[src/rtl/seg_scan.sv]
// seg_scan: time-multiplexed display scanner.
// Each digit is held for DIV cycles. The first BLANK cycles of each hold are
// dark, so the previous digit's segments cannot ghost onto the next select.
// New frames wait in a one-deep pending buffer. They move to the active frame
// only at the end of a full scan, so a displayed frame is never torn.
module seg_scan #(
  parameter int DIGITS   = 8,
  parameter int DATA_LEN = 4,
  parameter int DIV      = 1024,
  parameter int BLANK    = 16
) (
  input  logic                         clk,
  input  logic                         rst,
  input  logic                         in_valid,
  output logic                         in_ready,
  input  logic [DIGITS*DATA_LEN-1:0]   in_data,
  input  logic [DIGITS-1:0]            in_dp,
  input  logic [DIGITS-1:0]            in_en,
  output logic                         out_valid,
  output logic [DATA_LEN-1:0]          out_digit,
  output logic                         out_p,
  output logic [DIGITS-1:0]            out_sel,
  output logic [$clog2(DIGITS)-1:0]    out_idx
);

  localparam int CNT_W = (DIV > 1) ? $clog2(DIV) : 1;
  localparam int IDX_W = $clog2(DIGITS);
  localparam logic [CNT_W-1:0] CNT_LAST = CNT_W'(DIV - 1);
  localparam logic [CNT_W-1:0] BLANK_C  = CNT_W'(BLANK);
  localparam logic [IDX_W-1:0] IDX_LAST = IDX_W'(DIGITS - 1);

  logic [CNT_W-1:0]           cnt;
  logic [IDX_W-1:0]           idx;
  logic                       full;
  logic [DIGITS*DATA_LEN-1:0] pend_data;
  logic [DIGITS-1:0]          pend_dp;
  logic [DIGITS-1:0]          pend_en;
  logic [DIGITS*DATA_LEN-1:0] act_data;
  logic [DIGITS-1:0]          act_dp;
  logic [DIGITS-1:0]          act_en;

  logic cnt_last;
  logic frame_end;
  logic accept;
  logic commit;
  logic show;

  assign cnt_last  = (cnt == CNT_LAST);
  assign frame_end = cnt_last && (idx == IDX_LAST);
  // Ready is held low during reset. Nothing can be captured while the block is being cleared.
  assign in_ready  = !rst && !full;
  assign accept    = in_valid && in_ready;
  // Commit needs full=1 and accept needs full=0, so the two never happen on the same edge.
  assign commit    = frame_end && full;

  // Dwell counter, scan index, frame hand-over and buffer occupancy.
  always_ff @(posedge clk) begin
    if (rst) begin
      cnt      <= '0;
      idx      <= '0;
      full     <= 1'b0;
      act_data <= '0;
      act_dp   <= '0;
      act_en   <= '0;
    end else begin
      cnt <= cnt_last ? '0 : cnt + 1'b1;
      if (cnt_last) begin
        idx <= (idx == IDX_LAST) ? '0 : idx + 1'b1;
      end
      if (commit) begin
        act_data <= pend_data;
        act_dp   <= pend_dp;
        act_en   <= pend_en;
        full     <= 1'b0;
      end else if (accept) begin
        full <= 1'b1;
      end
    end
  end

  // Pending buffer capture. Its contents only matter while full is set, so reset leaves it alone.
  always_ff @(posedge clk) begin
    if (accept) begin
      pend_data <= in_data;
      pend_dp   <= in_dp;
      pend_en   <= in_en;
    end
  end

  assign show    = (cnt >= BLANK_C) && act_en[idx];
  assign out_idx = idx;

  // Drive the digit outputs only from registered state. Blank everything outside the lit window.
  always_comb begin
    out_valid = 1'b0;
    out_digit = '0;
    out_p     = 1'b0;
    out_sel   = '1;
    if (show) begin
      out_valid    = 1'b1;
      out_digit    = act_data[idx*DATA_LEN +: DATA_LEN];
      out_p        = act_dp[idx];
      out_sel[idx] = 1'b0;
    end
  end

endmodule

[config.mk]
export PLATFORM = sky130hd
export DESIGN_NAME = seg_scan
export DESIGN_NICKNAME = d
export VERILOG_FILES = /design/src/rtl/seg_scan.sv
export SDC_FILE = /design/constraint.sdc
export NUM_CORES = 1
export LEC_CHECK = 0
export BUFFER_PORTS_ARGS = -buffer_cell sky130_fd_sc_hd__buf_2
export CAP_MARGIN = 15
export CORE_MARGIN = 5
export CORE_UTILIZATION = 60
export DETAILED_ROUTE_END_ITERATION = 10
export GPL_TIMING_DRIVEN = 0
export PLACE_DENSITY_LB_ADDON = 0.12
export SYNTH_ARGS = -nofsm -noshare
export SYNTH_HDL_FRONTEND = slang
export SYNTH_SLANG_ARGS = --single-unit
[constraint.sdc]
create_clock -name clk -period 7.7 [get_ports clk]
set_clock_uncertainty 0.15 [all_clocks]
set_input_delay 1.54 -clock clk [delete_from_list [all_inputs] [get_ports clk]]
set_output_delay 1.54 -clock clk [all_outputs]
set_load 0.05 [all_outputs]
* Word level (Yosys, flattened, before mapping)
Cells that the tools add are included.
Word-level totals: memory bits (writable) 0, input bits 51, memories kept 0, logic and storage cells 39, ROM bits 0, register bits after elaboration 110, output and inout bits 18, latch bits 0
Operators by class: $add $sub $neg 2, mux-type cells 11, shift operators 1, equal/unequal tests 2, multipliers 0, reductions and logical operators 10, order comparisons 3, bitwise gates (word level) 1, divide/modulo/power cells 0
Operator list (number):
- indexed part select 32 x 6 -> 4 bit | 1
- adder 10 x 1 -> 10 bit, second input constant | 1
- == test 10 bit, second input constant | 1
- >= comparator 10 x 5 -> 1 bit, second input constant | 1
- two-way mux 8 bit | 1
- inverter 8 bit | 1
- binary-select mux 1 bit (select 3 bit) | 2
- logical AND 1 bit | 6
- two-way mux 1 bit | 5
- < comparator 3 x 4 -> 1 bit, second input constant | 1
- two-way mux 4 bit | 1
- OR reduction 2 bit | 2
- adder 3 x 1 -> 3 bit, second input constant | 1
- demux 1 bit (select 3 bit) | 1
- == test 3 bit, second input constant | 1
- >= comparator 3 x 1 -> 1 bit, second input constant | 1
- two-way mux 3 bit | 1
- logical NOT 1 bit | 2

* Logic depth before layout (Yosys ltp)
word-level depth 6, gate-level depth with buffers 9, depth with buffers taken out 6

* Worst setup path before layout
OpenSTA, ideal clock, no wires.
path kind in2reg, start point in rst, end point reg pend_data[0] (enable), data required time 7140 ps, cell stages on the path 3, setup time 410 ps, slack 3474 ps, buffers on the path 1, arrival 3666 ps, cell sequence clkbuf_1 -> nor2_1 -> and2_1
On the way: word-level cells in the longest chain between the ends 3
RTL lines:
- start, declared | line 13 | input logic rst,
- logical NOT 1 bit | line 51 | assign in_ready = !rst && !full;
- logical AND 1 bit | line 51
- net in_ready | line 15 | output logic in_ready,
- logical AND 1 bit | line 52 | assign accept = in_valid && in_ready;
- net accept | line 44 | logic accept;
- end signal, assigned | line 84 | pend_data <= in_data;
- end, declared | line 35 | logic [DIGITS*DATA_LEN-1:0] pend_data;
The timed path passes the listed nets, and every way through them passes these cells. A chain may end at the register's enable or synchronous reset.

* Worst setup path in the final report
start point reg idx[2] (netlist: out_idx[2]), end point out out_digit[1]
On the way: word-level cells in the longest chain between the ends 4, elaborated cells between the ends (all ways) 5
RTL lines:
- start, declared | line 33 | logic [IDX_W-1:0] idx;
- start signal, assigned | line 68 | idx <= (idx == IDX_LAST) ? '0 : idx + 1'b1;
- parallel branches: the longest is 3 deep, another holds indexed part select 32 x 6 -> 4 bit
- two-way mux 4 bit * | line 99 | if (show) begin
- end, declared | line 20 | output logic [DATA_LEN-1:0] out_digit,
Every way passes the cells marked *. The select of a mux whose other input is x is not followed.

==> flow_metrics.env <==
export IMPL_hold_depth=2
export IMPL_htreeDepth=3
export IMPL_ff2ff_path_depth=8
export IMPL_portBuffers=67
export IMPL_antenna_cells=0
export IMPL_finalNetCount=529
export IMPL_startpoint_type="register"
export IMPL_reg2reg_slack_ns=5.60
export IMPL_switching_share_pct=22.14
export IMPL_antenna_left=0
export IMPL_period_share_pct=51.84
export IMPL_globalRoute_totalOverflow=0
export IMPL_dieArea_um2=8921
export IMPL_ys_types=38
export IMPL_p_per_area_nw_per_um2=199.2
export IMPL_core_um2=6869
export IMPL_worstPathArrival_ns=2.30
export IMPL_synth_seq_cells=110
export IMPL_async_flop_share_pct=0
export IMPL_cts_tree="done"
export IMPL_final_hold_viol_count=0
export IMPL_cts_buffer_depth=2
export IMPL_setup_ws_ns=3.708
export IMPL_hpwl_mm=6.257
export IMPL_p_comb_share_pct=3.0
export IMPL_dp_slack_ns=3.753
export IMPL_vdd_ir_drop_max_mv=0.1511
export IMPL_stdcell_count=575
export IMPL_tightest_slew_ns=0.5106
export IMPL_num_rows=30
export IMPL_drt_wl_total_mm=8.677
export IMPL_placed_area_um2=4756
export IMPL_hold_path_class="register to register"
export IMPL_max_slew_margin_rel_pct=65.96
export IMPL_sequentialPowerShare_pct=63.4
export IMPL_place_inst=559
export IMPL_post_route_util_pct=72.13
export IMPL_cts_buffers=9
export IMPL_design_area_um2=4955
export IMPL_r2r_end="act_data[11]$_SDFFE_PP0P_"
export IMPL_min_delay_start="act_dp[4]$_SDFFE_PP0P_"
export IMPL_grt_pass1_vias=2965
export IMPL_power_switching_mw=0.2185
export IMPL_path_clk_slew_ns=0.10
export IMPL_p_int_mw=0.7684
export IMPL_power_mw=0.9868
export IMPL_syn2layout_area_growth_pct=15.79
export IMPL_rsz0062_at_grt="no"
export IMPL_final_common_cell="nand2_1"
export IMPL_cap_viol_max_count=0
export IMPL_cp_required_ns=6.01
export IMPL_setup_viol_count_final=0
export IMPL_ys_seq_area_share_pct=62.69
export IMPL_end_kind="output port"
export IMPL_status="finished, final reports clean"
export IMPL_grtUsageTotal_pct=20.44
export IMPL_gp_congestion=0.8194
export IMPL_crit_type="register to output port"
export IMPL_cts_root_buf="clkbuf_8"
export IMPL_synthesis_area_um2=4279
export IMPL_fin_hold_ws_ns=0.3064
export IMPL_layout_common_cells="nand2_1 (101), buf_2 (77), dfxtp_1 (62), a21oi_1 (50), edfxtp_1 (48)"
export IMPL_drc_errors=0
export IMPL_drive_gt1_share_pct=23.59
export IMPL_finalSetupTns_ns=0
export IMPL_fmax_mhz=250.5
export IMPL_synthCells=395
export IMPL_clock_sinks=110
export IMPL_cts_resized=0
export IMPL_final_max_slew_violation_count=0
export IMPL_grt_max_degree=35
export IMPL_p_leak_nw=1.731
export IMPL_hold_end="act_dp[4]$_SDFFE_PP0P_"
export IMPL_cp_max_fo=10
export IMPL_wl_per_cell_um=15.09
export IMPL_clockPowerShare_pct=33.6
export IMPL_grt_pass1_wl_mm=14.12
export IMPL_start_util_pct=62.30
export IMPL_dieWidth_um=94.45
export IMPL_hold_buffers=0
export IMPL_vias=3093
export IMPL_cts_setup_buffers=0
export IMPL_reg2reg_from="out_idx[1]$_SDFFE_PP0N_"
export IMPL_drtIter0Drc=154
export IMPL_die_y_um=94.45
export IMPL_syn_nets=450
export IMPL_ys_flop_type="dfxtp_1"
export IMPL_avgViaCountPerCell=5.379
export IMPL_yosys_warnings=0
export IMPL_insertion_delay_ns=0.36
export IMPL_first_pass_iters=7
export IMPL_avgSynthCellArea_um2=10.83
export IMPL_synth_edff_count=48
export IMPL_grt_antenna_before_repair=0
export IMPL_ios=69
export IMPL_fin_crit_ns=3.992
worst max-delay path by stage:
stage / startpoint / endpoint / slack (ns) / cells after the start
CTS: out_idx[2]$_SDFFE_PP0N_ / out_digit[1] / 3.74 / 7
global route: out_idx[0]$_SDFFE_PP0N_ / out_digit[1] / 3.53 / 7
global placement: rst / pend_dp[6]$_DFFE_PP_ / 3.59 / 3
detailed placement: rst / in_ready / 3.75 / 3
floorplan: rst / pend_data[0]$_DFFE_PP_ / 3.47 / 3
finish: out_idx[2]$_SDFFE_PP0N_ / out_digit[1] / 3.71 / 7
flip-flops by register name, indices dropped and copies added, names as in the netlist:
name	flops
act_data	32
act_dp	8
act_en	8
cnt	10
full	1
out_idx	3
pend_data	32
pend_dp	8
pend_en	8
cell type report:
class / count / area, µm²
Sequential cell: 110 / 2683
Fill cell: 513 / 1914
Multi-Input combinational cell: 253 / 1428
Timing Repair Buffer: 68 / 355.3
Buffer: 27 / 151.4
Clock buffer: 10 / 137.6
Tap cell: 96 / 120.1
Clock inverter: 6 / 61.31
Inverter: 5 / 18.77
kinds of logic (layout without fill, tap and decap cells):
kind of cell	Yosys count	in the layout	share of synthesized area (%)
DFF	110	110	62.69
xor gates and xnor gates	6	6	1.228
buffers and inverters	32	116	3.977
AOI/OAI and AO/OA	64	64	8.363
muxes	18	18	5.965
adders and majority gates	4	4	1.170
and+or+nand+nor	161	161	16.61
power by group through the flow:
stage                     clock, mW  sequential [mW]  combinational [mW]
after floorplan                   0            0.638              0.0124
after global placement            0            0.639              0.0275
after detailed placement          0            0.639              0.0303
after CTS                     0.337            0.626              0.0304
after global routing          0.364            0.627              0.0333
final                         0.331            0.626              0.0300
routing by layer:
layer | wire length [µm] | GRT usage (%) | vias to the layer above
li1 | - | - | 1528
met5 | 0 | 0 | -
met3 | 453 | 5.179 | 5
met4 | 51 | 5.288 | 0
met2 | 4275 | 34.28 | 77
met1 | 3897 | 26.62 | 1483
worst max-delay path: stages, from the launching register on:
cell	delay (ns)
dfxtp_1	0.35
buf_2	0.19
or2_1	0.29
o22ai_1	0.18
o32ai_2	0.14
buf_6	0.16
nor3_1	0.30
buf_2	0.33
cells in the mapped netlist, drive strengths merged, types with 5 or more instances:
cell	count	area share, %
edfxtp	48	34
or3	9	1.4
inv	5	0.44
nor2	19	1.7
clkbuf	11	0.96
mux2i	12	2.8
dfxtp	62	29
nand2	101	8.9
mux4	6	3.2
a21oi	50	5.8
buf	16	2.6
nor3	10	1.2
(Power assumes the default switching activity.)
